==> config.mk <==
export PLATFORM = sky130hd
export DESIGN_NAME = lcd_timing_controller
export DESIGN_NICKNAME = d
export VERILOG_FILES = /design/src/rtl/lcd_timing_controller_pkg.sv /design/src/rtl/lcd_timing_controller_stat_irq_gen.sv /design/src/rtl/lcd_timing_controller.sv
export SDC_FILE = /design/constraint.sdc
export NUM_CORES = 1
export LEC_CHECK = 0
export ABC_AREA = 1
export CORE_ASPECT_RATIO = 0.8
export CORE_MARGIN = 2
export CORE_UTILIZATION = 50
export DETAILED_ROUTE_END_ITERATION = 6
export GPL_TIMING_DRIVEN = 1
export PLACE_DENSITY = 0.81
export SYNTH_ARGS = -nofsm -noshare
export SYNTH_HDL_FRONTEND = slang
export SYNTH_SLANG_ARGS = --single-unit
==> constraint.sdc <==
create_clock -name clk_i -period 5.9 [get_ports clk_i]
set_input_delay 1.18 -clock clk_i [delete_from_list [all_inputs] [get_ports clk_i]]
set_output_delay 1.18 -clock clk_i [all_outputs]
set_load 0.02 [all_outputs]
==> src/rtl/lcd_timing_controller_pkg.sv <==
// Shared LCD timing constants, PPU mode encoding and the fixed-length mode decode.
// PPU_VAR_XFER_EN adds the transfer-window bounds used by the variable-length mode 3.
package lcd_timing_controller_pkg;

  localparam logic [8:0] DotsPerLine   = 9'd456;
  localparam logic [8:0] DotLast       = DotsPerLine - 9'd1;
  localparam logic [8:0] OamDots       = 9'd80;
  localparam logic [8:0] XferDots      = 9'd172;
  localparam logic [8:0] XferEnd       = OamDots + XferDots;
  localparam logic [7:0] VisibleLines  = 8'd144;
  localparam logic [7:0] LinesPerFrame = 8'd154;
  localparam logic [7:0] LineLast      = LinesPerFrame - 8'd1;
`ifdef PPU_VAR_XFER_EN
  localparam logic [8:0] XferMinDot    = 9'd92;
  localparam logic [8:0] XferMaxDot    = 9'd369;
`endif

  // Encoding matches STAT.Mode[1:0] directly.
  typedef enum logic [1:0] {
    ModeHblank  = 2'd0,
    ModeVblank  = 2'd1,
    ModeOamScan = 2'd2,
    ModeXfer    = 2'd3
  } ppu_mode_e;

  function automatic ppu_mode_e fixed_mode(input logic [7:0] ly, input logic [8:0] dot);
    if (ly >= VisibleLines) return ModeVblank;
    if (dot < OamDots)      return ModeOamScan;
    if (dot < XferEnd)      return ModeXfer;
    return ModeHblank;
  endfunction

endpackage

==> src/rtl/lcd_timing_controller_stat_irq_gen.sv <==
// STAT interrupt line: coincidence register, source OR and blocking rising-edge detector.
// Fed with the next-state mode so mode-driven requests line up with the mode change itself.
module lcd_timing_controller_stat_irq_gen
  import lcd_timing_controller_pkg::*;
(
  input  logic       clk_i,
  input  logic       reset_ni,
  input  logic       tick_i,
  input  ppu_mode_e  mode_i,
  input  logic [7:0] ly_i,
  input  logic [7:0] lyc_i,
  input  logic [3:0] stat_ie_i,
  output logic       coincidence_o,
  output logic       stat_irq_o
);

  logic coin_d, coin_q;
  logic line_d, line_q;
  logic irq_d, irq_q;

  always_comb begin
    coin_d = (ly_i == lyc_i);
    line_d = ((mode_i == ModeHblank)  & stat_ie_i[0]) |
             ((mode_i == ModeVblank)  & stat_ie_i[1]) |
             ((mode_i == ModeOamScan) & stat_ie_i[2]) |
             (coin_d & stat_ie_i[3]);
    // Edges seen while the dot clock is stalled or the LCD is off are absorbed.
    irq_d  = tick_i & line_d & ~line_q;
  end

  always_ff @(posedge clk_i or negedge reset_ni) begin
    if (!reset_ni) begin
      coin_q <= 1'b0;
      line_q <= 1'b0;
      irq_q  <= 1'b0;
    end else begin
      coin_q <= coin_d;
      line_q <= line_d;
      irq_q  <= irq_d;
    end
  end

  assign coincidence_o = coin_q;
  assign stat_irq_o    = irq_q;

endmodule

==> src/rtl/lcd_timing_controller.sv <==
// LCD scanline sequencer: dot/line counters, PPU mode, LY, interrupts and CPU VRAM/OAM gating.
// Define PPU_VAR_XFER_EN to end mode 3 on the fetcher's xfer_done instead of a fixed length.
module lcd_timing_controller
  import lcd_timing_controller_pkg::*;
(
  input  logic       clk_i,
  input  logic       reset_ni,
  input  logic       dot_en_i,
  input  logic       lcd_enable_i,
  input  logic [3:0] stat_ie_i,
  input  logic [7:0] lyc_i,
  input  logic       xfer_done_i,
  output logic [7:0] ly_o,
  output logic [1:0] mode_o,
  output logic       coincidence_o,
  output logic [8:0] dot_x_o,
  output logic [5:0] oam_index_o,
  output logic       line_start_o,
  output logic       stat_irq_o,
  output logic       vblank_irq_o,
  output logic       cpu_vram_ok_o,
  output logic       cpu_oam_ok_o
);

  logic      running_d, running_q;
  logic [7:0] ly_d, ly_q;
  logic [8:0] dot_d, dot_q;
  ppu_mode_e mode_d, mode_q;
  logic [5:0] oam_d, oam_q;
  logic      line_start_d, line_start_q;
  logic      vblank_d, vblank_q;
  logic      tick;

`ifdef PPU_VAR_XFER_EN
  logic xfer_hit, xfer_seen_d, xfer_seen_q;
  assign xfer_hit = xfer_done_i & (mode_q == ModeXfer) & (dot_q >= XferMinDot);
`else
  logic unused_xfer_done;
  assign unused_xfer_done = xfer_done_i;
`endif

  assign tick = dot_en_i & lcd_enable_i;

  always_comb begin
    running_d    = running_q;
    ly_d         = ly_q;
    dot_d        = dot_q;
    mode_d       = mode_q;
    oam_d        = oam_q;
    line_start_d = 1'b0;
    vblank_d     = 1'b0;
`ifdef PPU_VAR_XFER_EN
    xfer_seen_d  = xfer_seen_q | xfer_hit;
`endif
    if (!lcd_enable_i) begin
      running_d = 1'b0;
      ly_d      = 8'd0;
      dot_d     = 9'd0;
      mode_d    = ModeHblank;
      oam_d     = 6'd0;
`ifdef PPU_VAR_XFER_EN
      xfer_seen_d = 1'b0;
`endif
    end else if (dot_en_i) begin
      if (!running_q) begin
        // First tick after enable starts line 0 rather than advancing.
        running_d = 1'b1;
        ly_d      = 8'd0;
        dot_d     = 9'd0;
      end else if (dot_q == DotLast) begin
        dot_d    = 9'd0;
        ly_d     = (ly_q == LineLast) ? 8'd0 : ly_q + 8'd1;
        vblank_d = (ly_q == VisibleLines - 8'd1);
      end else begin
        dot_d = dot_q + 9'd1;
      end
      line_start_d = (dot_d == 9'd0);
`ifdef PPU_VAR_XFER_EN
      xfer_seen_d = 1'b0;
      if (ly_d >= VisibleLines) begin
        mode_d = ModeVblank;
      end else if (dot_d == 9'd0) begin
        mode_d = ModeOamScan;
      end else if (dot_d == OamDots) begin
        mode_d = ModeXfer;
      end else if ((mode_q == ModeXfer) &&
                   (xfer_seen_q || xfer_hit || (dot_d == XferMaxDot))) begin
        mode_d = ModeHblank;
      end
`else
      mode_d = fixed_mode(ly_d, dot_d);
`endif
      oam_d = (mode_d == ModeOamScan) ? dot_d[6:1] : 6'd0;
    end
  end

  always_ff @(posedge clk_i or negedge reset_ni) begin
    if (!reset_ni) begin
      running_q    <= 1'b0;
      ly_q         <= 8'd0;
      dot_q        <= 9'd0;
      mode_q       <= ModeHblank;
      oam_q        <= 6'd0;
      line_start_q <= 1'b0;
      vblank_q     <= 1'b0;
`ifdef PPU_VAR_XFER_EN
      xfer_seen_q  <= 1'b0;
`endif
    end else begin
      running_q    <= running_d;
      ly_q         <= ly_d;
      dot_q        <= dot_d;
      mode_q       <= mode_d;
      oam_q        <= oam_d;
      line_start_q <= line_start_d;
      vblank_q     <= vblank_d;
`ifdef PPU_VAR_XFER_EN
      xfer_seen_q  <= xfer_seen_d;
`endif
    end
  end

  lcd_timing_controller_stat_irq_gen u_stat_irq_gen (
    .clk_i         (clk_i),
    .reset_ni      (reset_ni),
    .tick_i        (tick),
    .mode_i        (mode_d),
    .ly_i          (ly_q),
    .lyc_i         (lyc_i),
    .stat_ie_i     (stat_ie_i),
    .coincidence_o (coincidence_o),
    .stat_irq_o    (stat_irq_o)
  );

  assign ly_o          = ly_q;
  assign mode_o        = mode_q;
  assign dot_x_o       = dot_q;
  assign oam_index_o   = oam_q;
  assign line_start_o  = line_start_q;
  assign vblank_irq_o  = vblank_q;
  assign cpu_vram_ok_o = (mode_q != ModeXfer);
  assign cpu_oam_ok_o  = (mode_q == ModeHblank) || (mode_q == ModeVblank);

endmodule

==> summary.txt <==
Min path
  • HP Class: register to register

Power
  • Pwr Total: 419 uW
  • Leak: 1.06 nW
  • Pwr per Cell Area: 169 mW/mm2
  • Worst IR Drop VDD: 0.139 mV

Drt
  • DR vias: 1901
  • ANT nets after route: 0
  • Wire per inst: 13.5 um
  • Drt first pass iters: 4
  • Drt via density: 5.43
  • Final WL: 4710 um
  • DRT iter0 DRCs: 194
  • # DRC: 0

Yosys
  • Asr flop ratio synth: 1.00
  • Register area share after synthesis: 0.404
  • Post-synth EDFFs: 0
  • Main flop type after synthesis: dfrtp_1
  • Syn_nets: 278
  • Ys Warns: 0
  • Syn Std Cell Area: 0.00192 mm2
  • Cells after Synth: 258
  • Netlist cell types: 34
  • #FFs+latches synth: 31
  • Syn Area/Cell: 7.43 um2

Setup path
  • Slowest stage delay, CP: 0.58 ns
  • Crit-path leading delay family: buffers and inverters
  • Setup crit end kind: register
  • Crit-path slowest cell: nor2_1
  • Critical path buffer and inverter count: 3
  • Crit path required time: 6.11 ns
  • CP arrival: 3.36 ns
  • Worst path cell trace: clkdlybuf4s50_1 > inv_1 > nor2_1 > inv_1 > nor2_1 > a21oi_2 > nor2_1 > nor2_2 > a21oi_2
  • R2R setup slack: 3.63 ns
  • Crit path max fanout: 15
  • Most numerous cell on the critical path: nor2_1
  • Worst setup SP type: primary input
  • Worst Path Class, Setup: primary input to register

Global routing
  • Total gr overflow: 0
  • Vias in the first global route: 1726
  • Tot GR Track Use: 0.243
  • Largest net degree at the start of global routing: 32
  • Initial antenna violation count: 0
  • First-pass GRT wire length: 7960 um

Die
  • Core ar.: 0.00373 mm2
  • Ports: 48
  • DIE WIDTH: 73.2 um
  • Cell Rows: 20
  • Die outline area: 0.00435 mm2
  • Initial Utilization: 0.514
  • Die Ht: 59.4 um

Finish
  • Non-Filler Cell Area, Final: 0.00247 mm2
  • Post-layout util: 0.664
  • Commonest non-fill, non-tap cell in the layout: nand2_1
  • Final Non-Filler Cells: 350
  • Fraction of layout cells with a size suffix above 1: 0.0817
  • Commonest cells after routing, fill and taps aside: nand2_1, clkdlybuf4s50_1, dfrtp_1
  • Nets: 325
  • Area Growth Syn to Fin: 29.0%
  • Antenna diodes: 0

Timing
  • Final setup skew: 0.00625 ns
  • Worst-Margin Slew: 0.757 ns
  • RSZ-0062 raised after global routing: no
  • Final WS setup: 2.75 ns
  • Final Hold Viols: 0
  • Fmax: 317 MHz
  • Fin crit share: 0.534
  • Slew headroom: 0.493
  • Hold WS: 0.491 ns
  • Setup violators final: 0
  • Total negative setup slack: 0 ns
  • Final Critical Period: 3.15 ns
  • Fin. max-slew vios: 0

Placed design
  • Post-place instance area: 0.00239 mm2
  • Placed insts: 342
  • Hpwl dp: 3440 um
  • Gpl congestion: 0.944
  • Buffers on Ports: 46
  • Pre-CTS setup slack: 2.47 ns

Clock tree
  • Worst skew pair latency: 0.28 ns
  • Clk sink count: 31
  • Post CTS Setup Buffer Count: 0
  • Hold buffers post-CTS: 0
  • CTS tree: built
  • Cts bufs inserted: 5
  • CTS root buffer: clkbuf_8
  • Clock transition at path regs: 0.06 ns
  • Post-CTS resize count: 0
  • Clk buf depth: 2
  • H-tree Lvls: 2

Run status
  • Status: finished clean

Run
  • Max-cap violations: 0
==> worst paths after layout <==
check                                from                   endpoint  cells after the start
max                          lcd_enable_i  u_stat_irq_gen.stat_irq_o                      9
max reg2reg                    dot_x_o[0]      u_stat_irq_gen.line_q                     15
min in group asynchronous        reset_ni             oam_index_o[4]                      2
max in group asynchronous        reset_ni                  mode_o[0]                      2
min                        oam_index_o[1]             oam_index_o[1]                      2
min reg2reg                oam_index_o[1]             oam_index_o[1]                      2
==> power by group <==
part	total, mW	internal [mW]	switching (mW)
sequential	0.219	0.216	0.00334
combinational	0.0421	0.0192	0.0229
clock	0.158	0.0826	0.0753
total	0.419	0.318	0.101
==> kinds of logic after synthesis <==
group | count (synthesis) | synth area share
buffers and inverters | 34 | 0.0776
adders and majority gates | 3 | 0.0196
xor gates and xnor gates | 8 | 0.0365
AOI/OAI and AO/OA | 35 | 0.111
and+or+nand+nor | 147 | 0.351
DFF | 31 | 0.404
==> cell usage after synthesis, types with 2 or more instances <==
library cell	n	share of area
dfrtp_1	31	0.40
buf_6	2	0.012
or2_2	3	0.0098
nor2_1	29	0.057
nand2_2	2	0.0065
o22ai_1	7	0.023
nand3_2	5	0.026
nand3_1	20	0.052
clkbuf_1	2	0.0039
buf_2	2	0.0052
xor2_1	5	0.023
o21ai_0	16	0.042
nand2_1	67	0.13
inv_1	25	0.049
nor3_1	4	0.010
nand4_1	11	0.036
nor2_2	3	0.0098
o31ai_1	2	0.0078
a21oi_2	3	0.014
ha_1	3	0.020
xnor2_1	3	0.014
==> area by class of cell <==
| cell class | count | area, um2 |
|---|---|---|
| Inverter | 27 | 101 |
| Sequential cell | 31 | 776 |
| Fill cell | 304 | 1250 |
| Timing Repair Buffer | 47 | 468 |
| Clock inverter | 1 | 5.00 |
| Clock buffer | 7 | 76.3 |
| Tap cell | 44 | 55.1 |
| Multi-Input combinational cell | 193 | 993 |
==> flip-flops by register name, indices dropped and copies added, names as in the netlist <==
register,count
dot_x_o,9
line_start_o,1
ly_o,8
mode_o,2
oam_index_o,6
running_q,1
u_stat_irq_gen.coincidence_o,1
u_stat_irq_gen.line_q,1
u_stat_irq_gen.stat_irq_o,1
vblank_irq_o,1
==> worst min-delay path: cells and delay by family, from the launching register on <==
kind	cells	cell delay (ns)
AO/OA/AOI/OAI	1	0.06
flip-flops	1	0.34
AND/OR/NAND/NOR	1	0.06
==> routing by layer <==
metal / track usage / share of wire / up-vias
met5: 0 / 0 / -
met4: 0.0873 / 0.013 / 0
met3: 0.0476 / 0.074 / 7
met2: 0.349 / 0.44 / 82
met1: 0.363 / 0.47 / 864
li1: - / - / 948
(Power assumes the default switching activity.)
==> patch, RTL diff (config.mk and constraints unchanged) <==
Remove the register `line_start_q`: a continuous assignment takes its place, so the output `line_start_o` follows one clock earlier.
--- a/src/rtl/lcd_timing_controller.sv
+++ b/src/rtl/lcd_timing_controller.sv
@@ -102,5 +102,4 @@
       mode_q       <= ModeHblank;
       oam_q        <= 6'd0;
-      line_start_q <= 1'b0;
       vblank_q     <= 1'b0;
 `ifdef PPU_VAR_XFER_EN
@@ -113,5 +112,4 @@
       mode_q       <= mode_d;
       oam_q        <= oam_d;
-      line_start_q <= line_start_d;
       vblank_q     <= vblank_d;
 `ifdef PPU_VAR_XFER_EN
@@ -120,4 +118,6 @@
     end
   end
+
+  assign line_start_q = line_start_d;
 
   lcd_timing_controller_stat_irq_gen u_stat_irq_gen (
Behaviour: not the same (a bounded check fails within 4 cycles, from zero or initial values and one cycle with reset_ni low).
==> patch against the original RTL <==
- register-to-register slack better by 0.14 ns
- sequential cell count decreased by 1
- cell area increased by 3.5%
- wire length increased by 7.1%
- area after synthesis increased by 1.8%
- critical path depth shrank 3
- cell count up 7.1%
- sequential share of layout area down 2.0 points
- total power is 1.0% higher
- setup slack got worse by 1.3 ns
- critical path type is now in -> out
- highest routed layer unchanged
==> patch: results (changes against the original RTL) <==
yosys:
  synthTopCellsByArea: "dfrtp_1, nand2_1, inv_1, nand3_1, o21ai_0"  # was dfrtp_1, nand2_1, nor2_1, nand3_1, inv_1
  syn-num-nets: 288  # was 278
  synth.distinct_cells: 32  # was 34
  yosys_most_used_dff: "dfrtp_1"  # unchanged
  synth.top_cells.by_count: "nand2_1, inv_1, dfrtp_1"  # was nand2_1, dfrtp_1, nor2_1
  postSynth.asyncResetShare: 1.00  # unchanged
  yosysSeqAreaShare: 0.384  # was 0.404
  yosys_warnings: 0  # unchanged
  syn_inst: 268  # was 258
grt:
  grt_pass1_vias: 1792  # was 1726
  grt_pass1_wl_mm: 8.11  # was 7.96 mm
  grt_max_degree: 31  # was 32
  grt_usage: 0.246  # was 0.243
min_path:
  hold_depth: 2  # unchanged
  worstHoldPathType: "reg -> reg"  # unchanged
run_status:
  status: "finished clean"  # unchanged
routing:
  post_drt_wl_per_cell_um: 13.4  # was 13.5 um
  drt_iter0_markers: 176  # was 194
  drtPass1Iterations: 6  # was 4
  viasPerCell: 5.33  # was 5.43
  vias: 1998  # was 1901
pwr:
  irDropWorstVdd_mv: 0.113  # was 0.139 mV
  p_leak_nw: 1.15  # was 1.06 nW
critical_path:
  critical-path-max-stage-delay_ns: 0.73  # was 0.58 ns
  crit_path_start_kind: "input port"  # unchanged
  cp.arrival_ns: 3.30  # was 3.36 ns
  slowest_stage: "clkdlybuf4s50_1"  # was nor2_1
  reg2reg_depth: 15  # unchanged
  worstPathMaxFanout: 7  # was 15
placed_design:
  dp_hpwl_mm: 3.71  # was 3.44 mm
  placed_area_sq_um: 2480  # was 2390 sq um
  placedCellCount: 368  # was 342
  place_ws_ns: 1.45  # was 2.47 ns
  place.gp.congestion: 0.898  # was 0.944
clock_tree:
  cts-resized-gates: 0  # unchanged
  cts_root_buf: "clkbuf_8"  # unchanged
  clock_latency_ns: 0.30  # was 0.28 ns
sta:
  skew_ns: 0.00638  # was 0.00625 ns
  max-slew-margin-rel: 0.470  # was 0.493
cells_and_area:
  final_layout_size_suffix_gt1_frac: 0.156  # was 0.0817
  num-fill-cells: 334  # was 304
  final_nets: 340  # was 325
  largest_reg_flops: 9  # unchanged
[patch: cell count changes in the layout (fill, tap and decap cells not counted), sizes merged, moves of 3 or more]
cell and change:
nand2 +14, inv +8, nor2 -6, xor2 -4, clkinv +3, or2 +3
[patch: layer usage]
layer | track usage | vias to the layer above | wire length [um]
li1 | - | 987 | -
met1 | 0.317 | 916 | 2240
met2 | 0.397 | 84 | 2330
met3 | 0.0725 | 11 | 372
met4 | 0.0831 | 0 | 98
met5 | 0 | - | 0
[patch: final timing paths]
kind / start / endpoint / slack (ns)
min in group asynchronous: reset_ni / ly_o[2] / 1.28
setup / recovery: dot_en_i / line_start_o / 1.42
max in group asynchronous: reset_ni / dot_x_o[0] / 4.33
hold / removal: u_stat_irq_gen.line_q / u_stat_irq_gen.stat_irq_o / 0.48
setup reg to reg: dot_x_o[0] / u_stat_irq_gen.line_q / 3.77
hold reg to reg: u_stat_irq_gen.line_q / u_stat_irq_gen.stat_irq_o / 0.48
[patch: cells by family (layout without fill, tap and decap cells)]
kind of cell             after synthesis  in the layout  share of synthesized area
XOR/XNOR                               2              2                    0.00897
AND/OR/NAND/NOR                      159            159                      0.406
flip-flops                            30             30                      0.384
adder cells (fa/ha/maj)                3              3                     0.0192
AO/OA/AOI/OAI                         35             35                      0.105
buffers and inverters                 39             91                     0.0762
[patch: final cells by class]
cell class / instances / area [sq um] / area share
sequential: 30 / 751 / 0.293
clock inverter: 2 / 10.0 / 0.00391
inverter: 37 / 141 / 0.0552
tap: 55 / 68.8 / 0.0269
multi-input combinational: 199 / 1050 / 0.411
clock buffer: 5 / 68.8 / 0.0269
timing repair buffer: 47 / 468 / 0.183
[patch: critical path: cells and delay by family]
kind                   cells  cell delay [ns]
and+or+nand+nor            2             0.25
AOI/OAI and AO/OA          1             0.50
buffers and inverters      3             1.37
[patch: power by group]
| part | internal (mW) | switching [mW] |
|---|---|---|
| combinational | 0.0220 | 0.0279 |
| clock | 0.0790 | 0.0818 |
| sequential | 0.209 | 0.00346 |
| total | 0.310 | 0.113 |
